<file path="src/rtl/timer_input_capture_pkg.sv">
// Shared definitions for the timer input-capture channel: register map,
// CTRL/STATUS bit positions, edge-select and filter-state encodings.
package timer_input_capture_pkg;

    typedef enum logic [1:0] {
        ADDR_CTRL    = 2'd0,
        ADDR_STATUS  = 2'd1,
        ADDR_CAPTURE = 2'd2,
        ADDR_RSVD    = 2'd3
    } reg_addr_e;

    typedef enum logic [1:0] {
        EDGE_NONE = 2'b00,
        EDGE_RISE = 2'b01,
        EDGE_FALL = 2'b10,
        EDGE_BOTH = 2'b11
    } edge_sel_e;

    typedef enum logic {
        FILT_STABLE   = 1'b0,
        FILT_COUNTING = 1'b1
    } filt_state_e;

    localparam int unsigned CTRL_EN_BIT      = 0;
    localparam int unsigned CTRL_EDGE_LSB    = 1;
    localparam int unsigned CTRL_IRQ_EN_BIT  = 3;
    localparam int unsigned CTRL_FILT_LSB    = 4;

    localparam int unsigned STATUS_VALID_BIT = 0;
    localparam int unsigned STATUS_OVR_BIT   = 1;

    function automatic logic edge_match(input edge_sel_e sel, input logic rise, input logic fall);
        logic hit;
        hit = 1'b0;
        case (sel)
            EDGE_RISE: hit = rise;
            EDGE_FALL: hit = fall;
            EDGE_BOTH: hit = rise | fall;
            default:   hit = 1'b0;
        endcase
        return hit;
    endfunction

endpackage

</file>
<file path="src/rtl/timer_input_capture_input_filter.sv">
// Two-flop synchroniser plus deglitch filter: the output level flips only after
// filt_len+1 consecutive synchronised samples disagree with it.
module input_filter
    import timer_input_capture_pkg::*;
#(
    parameter int unsigned FILT_BITS = 4
) (
    input  logic                 clk,
    input  logic                 reset,
    input  logic                 pin,
    input  logic [FILT_BITS-1:0] filt_len,
    output logic                 level
);

    logic                 sync1;
    logic                 sync2;
    filt_state_e          state;
    filt_state_e          state_nxt;
    logic [FILT_BITS-1:0] cnt;
    logic [FILT_BITS-1:0] cnt_nxt;
    logic                 level_q;
    logic                 level_nxt;

    always_ff @(posedge clk or posedge reset) begin
        if (reset) begin
            sync1 <= 1'b0;
            sync2 <= 1'b0;
        end else begin
            sync1 <= pin;
            sync2 <= sync1;
        end
    end

    always_ff @(posedge clk or posedge reset) begin
        if (reset) begin
            state   <= FILT_STABLE;
            cnt     <= '0;
            level_q <= 1'b0;
        end else begin
            state   <= state_nxt;
            cnt     <= cnt_nxt;
            level_q <= level_nxt;
        end
    end

    // cnt holds mismatches seen so far; >= keeps a shortened filt_len effective mid-count
    always_comb begin
        state_nxt = state;
        cnt_nxt   = cnt;
        level_nxt = level_q;
        case (state)
            FILT_STABLE: begin
                if (sync2 != level_q) begin
                    if (filt_len == '0) begin
                        level_nxt = sync2;
                    end else begin
                        state_nxt = FILT_COUNTING;
                        cnt_nxt   = FILT_BITS'(1);
                    end
                end
            end
            FILT_COUNTING: begin
                if (sync2 == level_q) begin
                    state_nxt = FILT_STABLE;
                    cnt_nxt   = '0;
                end else if (cnt >= filt_len) begin
                    state_nxt = FILT_STABLE;
                    cnt_nxt   = '0;
                    level_nxt = sync2;
                end else begin
                    cnt_nxt = cnt + 1'b1;
                end
            end
            default: begin
                state_nxt = FILT_STABLE;
                cnt_nxt   = '0;
            end
        endcase
    end

    always_comb begin
        level = level_q;
    end

endmodule

</file>
<file path="src/rtl/timer_input_capture.sv">
// Timer input-capture channel: filtered edge detection, capture/status registers,
// peripheral bus decode and level interrupt.
module timer_input_capture
    import timer_input_capture_pkg::*;
#(
    parameter int unsigned CNT_WIDTH = 16,
    parameter int unsigned FILT_BITS = 4
) (
    input  logic                 clk,
    input  logic                 reset,
    input  logic                 cap_in,
    input  logic [CNT_WIDTH-1:0] counter_value,
    input  logic [1:0]           bus_addr,
    input  logic                 bus_wr,
    input  logic                 bus_rd,
    input  logic [31:0]          bus_wdata,
    output logic [31:0]          bus_rdata,
    output logic                 irq
);

    localparam int unsigned CTRL_W = CTRL_FILT_LSB + FILT_BITS;

    logic [CTRL_W-1:0]    ctrl;
    logic [CNT_WIDTH-1:0] capture;
    logic                 valid;
    logic                 overrun;
    logic                 valid_nxt;
    logic                 overrun_nxt;
    logic                 filtered;
    logic                 filtered_d;

    logic                 ctrl_en;
    logic                 ctrl_irq_en;
    edge_sel_e            ctrl_edge;
    logic [FILT_BITS-1:0] filt_len;

    reg_addr_e            addr;
    logic                 ctrl_wr;
    logic                 status_wr;
    logic                 capture_rd;
    logic                 rise;
    logic                 fall;
    logic                 cap_event;
    logic [31:0]          rdata_mux;
    logic                 unused_wdata;

    always_comb begin
        ctrl_en     = ctrl[CTRL_EN_BIT];
        ctrl_irq_en = ctrl[CTRL_IRQ_EN_BIT];
        ctrl_edge   = edge_sel_e'(ctrl[CTRL_EDGE_LSB +: 2]);
        filt_len    = ctrl[CTRL_FILT_LSB +: FILT_BITS];
    end

    input_filter #(
        .FILT_BITS (FILT_BITS)
    ) u_filter (
        .clk      (clk),
        .reset    (reset),
        .pin      (cap_in),
        .filt_len (filt_len),
        .level    (filtered)
    );

    always_comb begin
        addr         = reg_addr_e'(bus_addr);
        ctrl_wr      = bus_wr && (addr == ADDR_CTRL);
        status_wr    = bus_wr && (addr == ADDR_STATUS);
        capture_rd   = bus_rd && (addr == ADDR_CAPTURE);
        unused_wdata = ^bus_wdata[31:CTRL_W];
    end

    // The filter keeps running while disabled, so filtered_d never holds a stale level.
    always_comb begin
        rise      = filtered & ~filtered_d;
        fall      = ~filtered & filtered_d;
        cap_event = ctrl_en & edge_match(ctrl_edge, rise, fall);
    end

    // Set beats clear; a capture read in the event cycle consumes the old value, so no overrun.
    always_comb begin
        valid_nxt   = valid;
        overrun_nxt = overrun;
        if (capture_rd || (status_wr && bus_wdata[STATUS_VALID_BIT])) begin
            valid_nxt = 1'b0;
        end
        if (status_wr && bus_wdata[STATUS_OVR_BIT]) begin
            overrun_nxt = 1'b0;
        end
        if (cap_event) begin
            valid_nxt = 1'b1;
            if (valid && !capture_rd) begin
                overrun_nxt = 1'b1;
            end
        end
    end

    always_comb begin
        rdata_mux = '0;
        case (addr)
            ADDR_CTRL:    rdata_mux[CTRL_W-1:0] = ctrl;
            ADDR_STATUS: begin
                rdata_mux[STATUS_VALID_BIT] = valid;
                rdata_mux[STATUS_OVR_BIT]   = overrun;
            end
            ADDR_CAPTURE: rdata_mux[CNT_WIDTH-1:0] = capture;
            default:      rdata_mux = '0;
        endcase
    end

    always_ff @(posedge clk or posedge reset) begin
        if (reset) begin
            ctrl       <= '0;
            capture    <= '0;
            valid      <= 1'b0;
            overrun    <= 1'b0;
            filtered_d <= 1'b0;
            bus_rdata  <= '0;
        end else begin
            filtered_d <= filtered;
            valid      <= valid_nxt;
            overrun    <= overrun_nxt;
            if (ctrl_wr) begin
                ctrl <= bus_wdata[CTRL_W-1:0];
            end
            if (cap_event) begin
                capture <= counter_value;
            end
            if (bus_rd) begin
                bus_rdata <= rdata_mux;
            end
        end
    end

    always_comb begin
        irq = ctrl_irq_en & (valid | overrun);
    end

endmodule

</file>
<file path="config.mk">
export PLATFORM = sky130hd
export DESIGN_NAME = timer_input_capture
export DESIGN_NICKNAME = d
export VERILOG_FILES = /design/src/rtl/timer_input_capture_pkg.sv /design/src/rtl/timer_input_capture_input_filter.sv /design/src/rtl/timer_input_capture.sv
export SDC_FILE = /design/constraint.sdc
export NUM_CORES = 1
export LEC_CHECK = 0
export CORE_AREA = 2 2 68 83
export DETAILED_ROUTE_END_ITERATION = 6
export DIE_AREA = 0 0 70 85
export GPL_ROUTABILITY_DRIVEN = 0
export PLACE_DENSITY = 0.83
export SYNTH_ARGS = -nofsm -noshare
export SYNTH_HDL_FRONTEND = slang
export SYNTH_SLANG_ARGS = --single-unit
</file>
<file path="constraint.sdc">
create_clock -name clk -period 4.39 [get_ports clk]
set_input_delay 0.439 -clock clk [delete_from_list [all_inputs] [get_ports clk]]
set_output_delay 0.439 -clock clk [all_outputs]
set_load 0.01 [all_outputs]
</file>
==> summary.txt, run 1 <==
Pwr
  – Pwr dens: 509.1 mW/mm²
  – Leakage power: 1.317 nW
  – Clk network pwr share: 20.0%
  – VDD IR max: 0.0002706 V
  – Sequential power share: 47.7%
  – Comb pwr share: 32.3%
  – Final Total Pwr: 1.503 mW
  – Net Sw Frac: 30.40%
  – P_sw: 0.4568 mW
  – Int Power: 1.046 mW

Layout
  – Post-route cell area: 0.002952 mm²
  – Post-layout util: 57.29%
  – Fillcell total: 433
  – Layout cell share with drive strength beyond 1: 14.68%
  – Area Growth Syn to Fin: 23.06%
  – Nets@finish: 313
  – Antenna cells: 0
  – Finished Layout Cells: 314

Synthesis
  – Post-synth design cell area: 0.002399 mm²
  – Avg Inst Size Synth: 11.76 µm²
  – Post-synthesis async set-or-reset flop share: 100.0%
  – Number of synthesized flops with an enable pin: 0
  – Post-synthesis xor/xnor area fraction: 0.7303%
  – Post-synthesis mux area share: 14.92%
  – Seq/Total Area, Yosys: 53.21%
  – Largest family of logic cells by synthesized area: multiplexers
  – Synth Area in Adders: 3.652%
  – Top-count cell post-synth: dfrtp_1
  – Post-synthesis cell count: 204
  – Compound-Gate Fraction of Synth Area: 9.963%
  – Ys flop type: dfrtp_1
  – Area leader, netlist: dfrtp_1
  – Number of synthesized register bits: 51
  – Synth unique cells: 41
  – Top cells by count, synth: dfrtp_1 (51), inv_1 (22), buf_4 (16)
  – Yosys top cell area share: 53.21%
  – Yosys Warn Count: 0
  – Synth top area cells: dfrtp_1 (53%), mux2_2 (6.6%), buf_4 (5.0%), mux2_4 (5.0%), ha_1 (3.7%)
  – Simple-gate share of the synthesized area: 7.147%

Critical path
  – WS Path Type: reg -> reg
  – Critical Path RT: 4.59 ns
  – Crit-path max cell delay: 0.61 ns
  – Worst Path Max Fanout: 18
  – R2R depth: 6
  – Critical Path AT: 2.38 ns
  – CP Capture Type: flip-flop
  – Slowest stage cell, crit path: a21boi_4
  – Buffers & Inverters on Critical Path: 1
  – Setup crit start: u_filter.level$_DFFE_PP0P_
  – Reg2reg end: capture[9]$_DFFE_PP0P_
  – Critical Path Sink: capture[9]$_DFFE_PP0P_
  – Top delay family on crit path: compound AO/OA/AOI/OAI gates
  – Critical Path, Cell by Cell: inv_1, ha_1, and2b_1, o21ai_2, a21boi_4, mux2_2
  – Worst R2R Start: u_filter.level$_DFFE_PP0P_
  – Critical Path Stages: 6
  – Reg2reg setup slack: 2.21 ns
  – Startpoint types: flip-flop

Clock tree
  – Clk_lat worst skew: 0.31 ns
  – Clk slew on worst S/H paths: 0.09 ns
  – Post_cts resized: 0
  – Sink Count: 51
  – Setup bufs post-CTS: 0
  – Total CTS buffers: 5
  – CTS tree: yes
  – CTS root buf: clkbuf_8
  – CTS Buffer Depth: 2
  – Hold Buf Count CTS: 0
  – CTS H-tree depth: 2

STA
  – Setup repair after global routing missed its margin: false
  – Period utilisation layout: 49.73%
  – Clock skew: 0.01329 ns
  – Endpoints failing setup: 0
  – Final Hold Viols: 0
  – Worst slew pin tran: 1.045 ns
  – Final min period: 2.183 ns
  – Highest Clock Rate: 0.4581 GHz
  – Final hold slack: 0.3606 ns
  – Final count of pins violating max slew: 0
  – Worst setup margin: 2.207 ns
  – Setup TNS: 0 ns
  – Slew HR: 30.25%

Route
  – Vias/cell: 4.994
  – Total Routed Length: 4.492 mm
  – Antenna Nets Post-Route: 0
  – Initial DRC Count: 50
  – DRC violations left: 0
  – Routed vias: 1568
  – Wire per inst: 14.31 µm
  – DR pass1 iterations: 4

Floorplan
  – Initial Util: 46.55%
  – Vert. Die Dim: 85 µm
  – Cell Rows: 29
  – Core Box Area: 0.005152 mm²
  – Total I/O pin count: 88
  – Die X: 70 µm
  – Die Area: 0.005950 mm²

Place
  – Pre-CTS setup slack: 1.994 ns
  – Placed cells: 306
  – Area after DPL: 0.002848 mm²
  – I/O Buffers: 47
  – Hpwl dp: 3.221 mm

Global route
  – Antenna violations before repair: 0
  – First-pass GRT wire length: 7.610 mm
  – Total GRT Usage: 16.19%
  – Total grt overflow: 0
  – Vias in the first global route: 1608
  – Largest net degree at the start of global routing: 52

Worst hold path
  – HP Class: reg -> reg

Run status
  – Outcome: finished, final reports clean

Run
  – Max-cap violations: 0
-- state kept, by name, summed over array words and instances (netlist names), 4 cells and up --
name / flops
capture: 16
ctrl: 8
u_filter.cnt: 4
bus_rdata: 16
-- layout make-up --
type / count / area, µm² / area share (%)
well taps: 62 / 77.57 / 2.628
repair buffers: 48 / 478.0 / 16.19
clock buffers: 7 / 96.34 / 3.264
clock inverters: 1 / 7.507 / 0.2543
flip-flops and latches: 51 / 1276 / 43.24
multi-input cells: 123 / 933.4 / 31.62
inverters: 22 / 82.58 / 2.798
-- metal layers --
layer	routed length, µm	global-route usage (%)	vias up
met3	221	4.276	6
met5	0	0	-
met4	63	5.245	0
li1	-	-	753
met2	2212	26.75	47
met1	1994	20.82	762
-- cell usage in the layout (no fill, tap or decap), types with 2 or more instances in the layout --
master | synthesis | routed
mux2i_1 | 8 | 8
nor3b_1 | 2 | 2
conb_1 | 1 | 16
clkdlybuf4s50_1 | 0 | 47
nand4_1 | 2 | 2
mux2_4 | 8 | 8
a22o_1 | 2 | 2
o21ai_0 | 11 | 11
o211ai_1 | 2 | 2
inv_1 | 22 | 21
nand2_1 | 13 | 13
nor2_1 | 7 | 7
xnor2_1 | 2 | 2
o21a_1 | 3 | 3
o22ai_1 | 6 | 6
dfrtp_1 | 51 | 51
clkbuf_8 | 0 | 7
ha_1 | 7 | 7
mux2_2 | 14 | 14
-- power by group through the flow --
stage | clock (mW) | combinational (mW) | sequential (mW)
5_1_grt | 0.329 | 0.535 | 0.739
3_3_place_gp | 0 | 0.467 | 0.718
6_report | 0.300 | 0.486 | 0.716
3_5_place_dp | 0 | 0.488 | 0.726
4_1_cts | 0.309 | 0.492 | 0.716
2_1_floorplan | 0 | 0.349 | 0.711
-- cells by family after synthesis --
group / Yosys count
and+or+nand+nor: 34
muxes: 30
xor gates and xnor gates: 2
DFF: 51
buffers and inverters: 45
adders and majority gates: 7
AOI/OAI and AO/OA: 34
other: 1
-- worst min path at each step --
stage                             startpoint                        to  slack [ns]  cells after the start
floorplan           u_filter.sync1$_DFF_PP0_  u_filter.sync2$_DFF_PP0_        0.33                      0
global placement    u_filter.sync1$_DFF_PP0_  u_filter.sync2$_DFF_PP0_        0.33                      0
detailed placement  u_filter.sync1$_DFF_PP0_  u_filter.sync2$_DFF_PP0_        0.34                      0
CTS                 u_filter.sync1$_DFF_PP0_  u_filter.sync2$_DFF_PP0_        0.36                      0
global route        u_filter.sync1$_DFF_PP0_  u_filter.sync2$_DFF_PP0_        0.37                      0
finish              u_filter.sync1$_DFF_PP0_  u_filter.sync2$_DFF_PP0_        0.36                      0
-- worst reg2reg max path: stages (launching register included) --
cell,delay (ns)
dfrtp_1,0.44
inv_1,0.07
ha_1,0.28
and2b_1,0.20
o21ai_2,0.07
a21boi_4,0.61
mux2_2,0.42
Note: power is estimated with default switching activity, not from simulation.
==> run 2, diff against run 1 <==
--- a/config.mk
+++ b/config.mk
@@ -5,11 +5,11 @@
 export SDC_FILE = /design/constraint.sdc
 export NUM_CORES = 1
 export LEC_CHECK = 0
-export CORE_AREA = 2 2 68 83
+export CORE_AREA = 2 2 71 86
 export DETAILED_ROUTE_END_ITERATION = 6
-export DIE_AREA = 0 0 70 85
+export DIE_AREA = 0 0 73 88
 export GPL_ROUTABILITY_DRIVEN = 0
-export PLACE_DENSITY = 0.83
+export PLACE_DENSITY = 0.78
 export SYNTH_ARGS = -nofsm -noshare
 export SYNTH_HDL_FRONTEND = slang
 export SYNTH_SLANG_ARGS = --single-unit
==> constraint.sdc (replaced) <==
create_clock -name clk -period 2.1 [get_ports clk]
set_input_delay 0.21 -clock clk [delete_from_list [all_inputs] [get_ports clk]]
set_output_delay 0.21 -clock clk [all_outputs]
set_load 0.01 [all_outputs]
==> run 2 against run 1 <==
Fmax is 16% higher. Clock skew is 0.0024 ns lower. Non-clock buffer count increased by 9. Critical endpoint is now capture[7]$_DFFE_PP0P_. Worst hold slack worse by 0.022 ns. Combinational power increased by 110%. Clock power increased to 2.7 times the previous value. Die area rose by 8.0%. Global-route usage shrank 1.1 points.
==> summary.txt, run 2 (synthesis results as in run 1) <==
Run status
  – Outcome: finished, final reports clean

Clock tree
  – CTS root buf: clkbuf_8
  – CTS Buffer Depth: 2
  – Clk_lat worst skew: 0.31 ns
  – Total CTS buffers: 5
  – CTS H-tree depth: 2
  – Clk slew on worst S/H paths: 0.10 ns
  – CTS tree: yes
  – Post_cts resized: 0
  – Sink Count: 51
  – Setup bufs post-CTS: 0
  – Hold Buf Count CTS: 0

Floorplan
  – Initial Util: 42.89%
  – Total I/O pin count: 88
  – Die X: 73 µm
  – Die Area: 0.006424 mm²
  – Cell Rows: 30
  – Vert. Die Dim: 88 µm
  – Core Box Area: 0.005593 mm²

Global route
  – Total grt overflow: 0
  – Antenna violations before repair: 0
  – Vias in the first global route: 1535
  – Total GRT Usage: 15.11%
  – First-pass GRT wire length: 7.396 mm
  – Largest net degree at the start of global routing: 52

STA
  – Setup TNS: 0 ns
  – Final Hold Viols: 0
  – Final count of pins violating max slew: 0
  – Setup repair after global routing missed its margin: false
  – Final min period: 1.880 ns
  – Slew HR: 56.85%
  – Worst setup margin: 0.2201 ns
  – Endpoints failing setup: 0
  – Period utilisation layout: 89.52%
  – Highest Clock Rate: 0.5319 GHz
  – Clock skew: 0.01089 ns
  – Worst slew pin tran: 0.6472 ns

Place
  – Pre-CTS setup slack: 0.2136 ns
  – Placed cells: 317
  – Area after DPL: 0.002918 mm²
  – Hpwl dp: 3.408 mm
  – I/O Buffers: 47

Pwr
  – Final Total Pwr: 3.338 mW
  – Pwr dens: 1093 mW/mm²
  – VDD IR max: 0.0005473 V
  – Leakage power: 1.376 nW

Run
  – Max-cap violations: 0

Critical path
  – Crit-path max cell delay: 0.44 ns
  – Reg2reg setup slack: 0.22 ns
  – Worst R2R Start: u_filter.level$_DFFE_PP0P_
  – CP Capture Type: flip-flop
  – Top delay family on crit path: flip-flops
  – Critical Path RT: 2.30 ns
  – Buffers & Inverters on Critical Path: 2
  – Slowest stage cell, crit path: dfrtp_1
  – Critical Path AT: 2.08 ns
  – WS Path Type: reg -> reg
  – R2R depth: 7
  – Worst Path Max Fanout: 6
  – Startpoint types: flip-flop
  – Critical Path, Cell by Cell: inv_1, ha_1, and2b_1, o21ai_2, a21boi_4, buf_4, mux2_2
  – Reg2reg end: capture[7]$_DFFE_PP0P_

Layout
  – Finished Layout Cells: 325
  – Largest regs: bus_rdata (16), capture (16), ctrl (8)
  – Antenna cells: 0
  – Post-route cell area: 0.003054 mm²
  – Layout cell share with drive strength beyond 1: 17.62%
  – Area Growth Syn to Fin: 27.33%
  – Commonest non-fill, non-tap cell in the layout: dfrtp_1
  – Most frequent cells in the layout: dfrtp_1 (51), clkdlybuf4s50_1 (47), inv_1 (21)
  – Nets@finish: 322

Route
  – Routed vias: 1626
  – Initial DRC Count: 30
  – DR pass1 iterations: 4
  – DRC violations left: 0
  – Vias/cell: 5.003
  – Wire per inst: 14.16 µm
  – Antenna Nets Post-Route: 0
  – Total Routed Length: 4.603 mm

Worst hold path
  – WHS Endpoint: u_filter.sync1$_DFF_PP0_
  – HP Class: in -> reg
  – WHS Path Cells: 1
  – Hold path start: cap_in
[run 2: cell types whose count changed in the layout (fill, tap and decap cells not counted)]
| cell | previous run | this run |
|---|---|---|
| buf_4 | 1 | 10 |
| bufinv_16 | 0 | 2 |
| clkbuf_8 | 7 | 5 |
[run 2: metrics by stage]
stage / hold slack [ns] / util, %
4_1_cts: 0.3363 / 54.61
5_1_grt: 0.3440 / 54.61
6_report: 0.3390 / 54.61
2_1_floorplan: 0.2414 / -
3_3_place_gp: 0.3326 / 52.17
3_5_place_dp: 0.3469 / 52.17
[run 2: report_power, final]
part	switching, mW	leakage (nW)	internal [mW]
combinational	0.412	0.676	0.623
sequential	0.209	0.635	1.29
clock	0.330	0.0644	0.475
total	0.951	1.38	2.39
[run 2: layout make-up]
type / count / area [µm²]
fillers: 501 / 2539
inverters: 22 / 82.58
flip-flops and latches: 51 / 1276
repair buffers: 57 / 545.5
clock inverters: 3 / 67.56
well taps: 64 / 80.08
clock buffers: 5 / 68.82
multi-input cells: 123 / 933.4
[run 2: worst max path at each step]
stage,start,endpoint,depth (start not counted)
after detailed placement,u_filter.level$_DFFE_PP0P_,capture[7]$_DFFE_PP0P_,7
final,u_filter.level$_DFFE_PP0P_,capture[7]$_DFFE_PP0P_,7
after CTS,u_filter.level$_DFFE_PP0P_,capture[7]$_DFFE_PP0P_,7
after global routing,u_filter.level$_DFFE_PP0P_,capture[7]$_DFFE_PP0P_,7
after floorplan,u_filter.level$_DFFE_PP0P_,capture[0]$_DFFE_PP0P_,7
after global placement,u_filter.level$_DFFE_PP0P_,capture[7]$_DFFE_PP0P_,7
[run 2: worst reg2reg max path: cells and delay by family, from the launching register on]
family	cells	cell delay (ns)
flops	1	0.44
mux	1	0.35
buf+inv	2	0.28
fa+ha+maj	1	0.28
compound gates	2	0.24
simple gates	1	0.20
[run 2: routing by layer]
layer	up-vias	GRT usage [%]	part of all wire, %
li1	769	-	-
met1	798	20.44	46
met2	55	23.91	49
met3	4	3.452	4.5
met4	0	5.051	0.87
met5	-	0	0
==> run 3, diff against run 2 <==
--- a/config.mk
+++ b/config.mk
@@ -5,11 +5,12 @@
 export SDC_FILE = /design/constraint.sdc
 export NUM_CORES = 1
 export LEC_CHECK = 0
-export CORE_AREA = 2 2 71 86
+export CORE_AREA = 2 2 70 86
 export DETAILED_ROUTE_END_ITERATION = 6
-export DIE_AREA = 0 0 73 88
+export DIE_AREA = 0 0 72 88
 export GPL_ROUTABILITY_DRIVEN = 0
 export PLACE_DENSITY = 0.78
 export SYNTH_ARGS = -nofsm -noshare
 export SYNTH_HDL_FRONTEND = slang
+export SYNTH_HIERARCHICAL = 1
 export SYNTH_SLANG_ARGS = --single-unit
==> run 3 against run 2 <==
Setup slack got worse by 0.0037 ns. Synthesized cell count decreased by 11%. Critical endpoint is now capture[5]$_DFFE_PP0P_. Clock skew decreased by 0.0044 ns. Cell count decreased by 7.4%. Design area decreased by 0.98%. Sequential share of layout area grew 0.41 points. Largest cell class unchanged. Clock-buffer cell count stayed put.
==> summary.txt, run 3 <==
Route
  – Wire per inst: 14.62 µm
  – Vias/cell: 5.063
  – Routed vias: 1524
  – Total Routed Length: 4.401 mm
  – Antenna Nets Post-Route: 0
  – Initial DRC Count: 86
  – DR pass1 iterations: 4
  – DRC violations left: 0

Floorplan
  – Die X: 72 µm
  – Total I/O pin count: 88
  – Die Area: 0.006336 mm²
  – Cell Rows: 30
  – Initial Util: 42.90%
  – Core Box Area: 0.005518 mm²
  – Vert. Die Dim: 88 µm

Synthesis
  – Post-synthesis cell count: 181
  – Top cells by count, synth: dfrtp_1 (51), buf_4 (16), mux2_2 (14)
  – Number of synthesized register bits: 51
  – Ys flop type: dfrtp_1
  – Yosys top cell area share: 53.91%
  – Area leader, netlist: dfrtp_1
  – Avg Inst Size Synth: 13.08 µm²
  – Synth unique cells: 39
  – Post-synth design cell area: 0.002367 mm²
  – Seq/Total Area, Yosys: 53.91%
  – Synth top area cells: dfrtp_1 (54%), mux2_2 (6.7%), buf_4 (5.1%), mux2_1 (4.8%), mux2i_1 (3.8%)
  – Post-synthesis async set-or-reset flop share: 100.0%
  – Yosys Warn Count: 6
  – Number of synthesized flops with an enable pin: 0
  – Top-count cell post-synth: dfrtp_1

Clock tree
  – Hold Buf Count CTS: 0
  – Sink Count: 51
  – CTS tree: yes
  – Post_cts resized: 0
  – CTS root buf: clkbuf_8
  – Clk_lat worst skew: 0.31 ns
  – CTS Buffer Depth: 2
  – Total CTS buffers: 5
  – CTS H-tree depth: 2
  – Setup bufs post-CTS: 0
  – Clk slew on worst S/H paths: 0.09 ns

STA
  – Setup TNS: 0 ns
  – Final min period: 1.884 ns
  – Highest Clock Rate: 0.5309 GHz
  – Final count of pins violating max slew: 0
  – Endpoints failing setup: 0
  – Period utilisation layout: 89.70%
  – Worst slew pin tran: 0.5772 ns
  – Setup repair after global routing missed its margin: false
  – Final Hold Viols: 0
  – Clock skew: 0.006466 ns
  – Slew HR: 61.24%

Run status
  – Outcome: finished, final reports clean

Critical path
  – Startpoint types: flip-flop
  – Slowest stage cell, crit path: a311oi_4
  – CP Capture Type: flip-flop
  – Critical Path RT: 2.30 ns
  – Critical Path, Cell by Cell: inv_1, ha_1, nand2b_1, a311oi_4, buf_12, mux2_2
  – Worst Path Max Fanout: 16
  – Crit-path max cell delay: 0.38 ns
  – WS Path Type: reg -> reg
  – Critical Path AT: 2.08 ns

Global route
  – Vias in the first global route: 1582
  – Largest net degree at the start of global routing: 44
  – Antenna violations before repair: 0
  – First-pass GRT wire length: 7.355 mm
  – Total grt overflow: 0
  – Total GRT Usage: 14.95%

Layout
  – Antenna cells: 0
  – Commonest non-fill, non-tap cell in the layout: dfrtp_1
  – Post-route cell area: 0.003024 mm²
  – Nets@finish: 298
  – Layout cell share with drive strength beyond 1: 15.61%
  – Largest regs: bus_rdata (16), capture (16), ctrl (8)
  – Finished Layout Cells: 301
  – Most frequent cells in the layout: dfrtp_1 (51), clkdlybuf4s50_1 (47), conb_1 (16)
  – Area Growth Syn to Fin: 27.75%

Pwr
  – Final Total Pwr: 3.310 mW
  – VDD IR max: 0.0004447 V
  – Leakage power: 1.350 nW
  – Pwr dens: 1094 mW/mm²

Place
  – Area after DPL: 0.002888 mm²
  – Placed cells: 293
  – Hpwl dp: 3.283 mm
  – I/O Buffers: 47

Run
  – Max-cap violations: 0

Worst hold path
  – HP Class: in -> async
[run 3: cell count changes in the layout (fill, tap and decap cells not counted), moves of 8 or more]
| cell | previous run | this run |
|---|---|---|
| inv_1 | 21 | 10 |
| mux2_1 | 0 | 10 |
| nand2_1 | 13 | 2 |
| mux2_4 | 8 | 0 |
| a22o_1 | 2 | 10 |
| o21ai_0 | 11 | 2 |
[run 3: cell type report]
cell class	count	area, µm²
Clock buffer	5	68.82
Clock inverter	3	67.56
Fill cell	487	2494
Inverter	11	41.29
Multi-Input combinational cell	114	962.2
Sequential cell	51	1276
Tap cell	64	80.08
Timing Repair Buffer	53	528.0
[run 3: cell families after synthesis]
kind of cell	share of synthesized area, %
xor gates and xnor gates	0.3700
DFF	53.91
other	0.1584
muxes	15.22
AOI/OAI and AO/OA	12.42
buffers and inverters	7.823
and+or+nand+nor	6.395
adders and majority gates	3.700
[run 3: metal layers]
layer  routed length [µm]  global-route usage [%]  vias up
met5                    0                       0        -
met1                 1903                   18.16      746
met3                  209                   4.143        5
li1                     -                       -      730
met2                 2248                   26.18       43
met4                   40                   3.945        0
[run 3: per-stage QoR]
| stage | setup WS, ns | hold WS [ns] | utilization [%] |
|---|---|---|---|
| 2_1_floorplan | 0.1297 | 0.02566 | - |
| 5_1_grt | 0.1050 | 0.1943 | 54.81 |
| 3_3_place_gp | 0.2533 | 0.3344 | 52.34 |
| 6_report | 0.2163 | 0.1733 | 54.81 |
| 3_5_place_dp | 0.2139 | 0.3426 | 52.34 |
| 4_1_cts | 0.1907 | 0.1787 | 54.81 |
[run 3: report_power, final]
group	internal (mW)	total (mW)	switching [mW]
Clock	0.475	0.805	0.330
Sequential	1.29	1.52	0.224
Combinational	0.572	0.986	0.414
[run 3: final timing paths]
kind	endpoint	slack, ns	from	cells past startpoint
worst max-delay path	capture[5]$_DFFE_PP0P_	0.22	u_filter/level$_DFFE_PP0P_	6
worst min-delay path	u_filter/cnt[1]$_DFFE_PP0P_	0.17	reset	2
worst max register to register	capture[5]$_DFFE_PP0P_	0.22	u_filter/level$_DFFE_PP0P_	6
worst min register to register	u_filter/sync2$_DFF_PP0_	0.36	u_filter/sync1$_DFF_PP0_	0
max in group asynchronous	capture[14]$_DFFE_PP0P_	1.37	reset	3
min in group clk	u_filter/sync1$_DFF_PP0_	0.34	cap_in	1
[run 3: critical path, delay by kind of cell (launching register included)]
kind / cells / cell delay, ns
fa+ha+maj: 1 / 0.28
flops: 1 / 0.35
simple gates: 1 / 0.17
buf+inv: 2 / 0.25
mux: 1 / 0.34
compound gates: 1 / 0.38
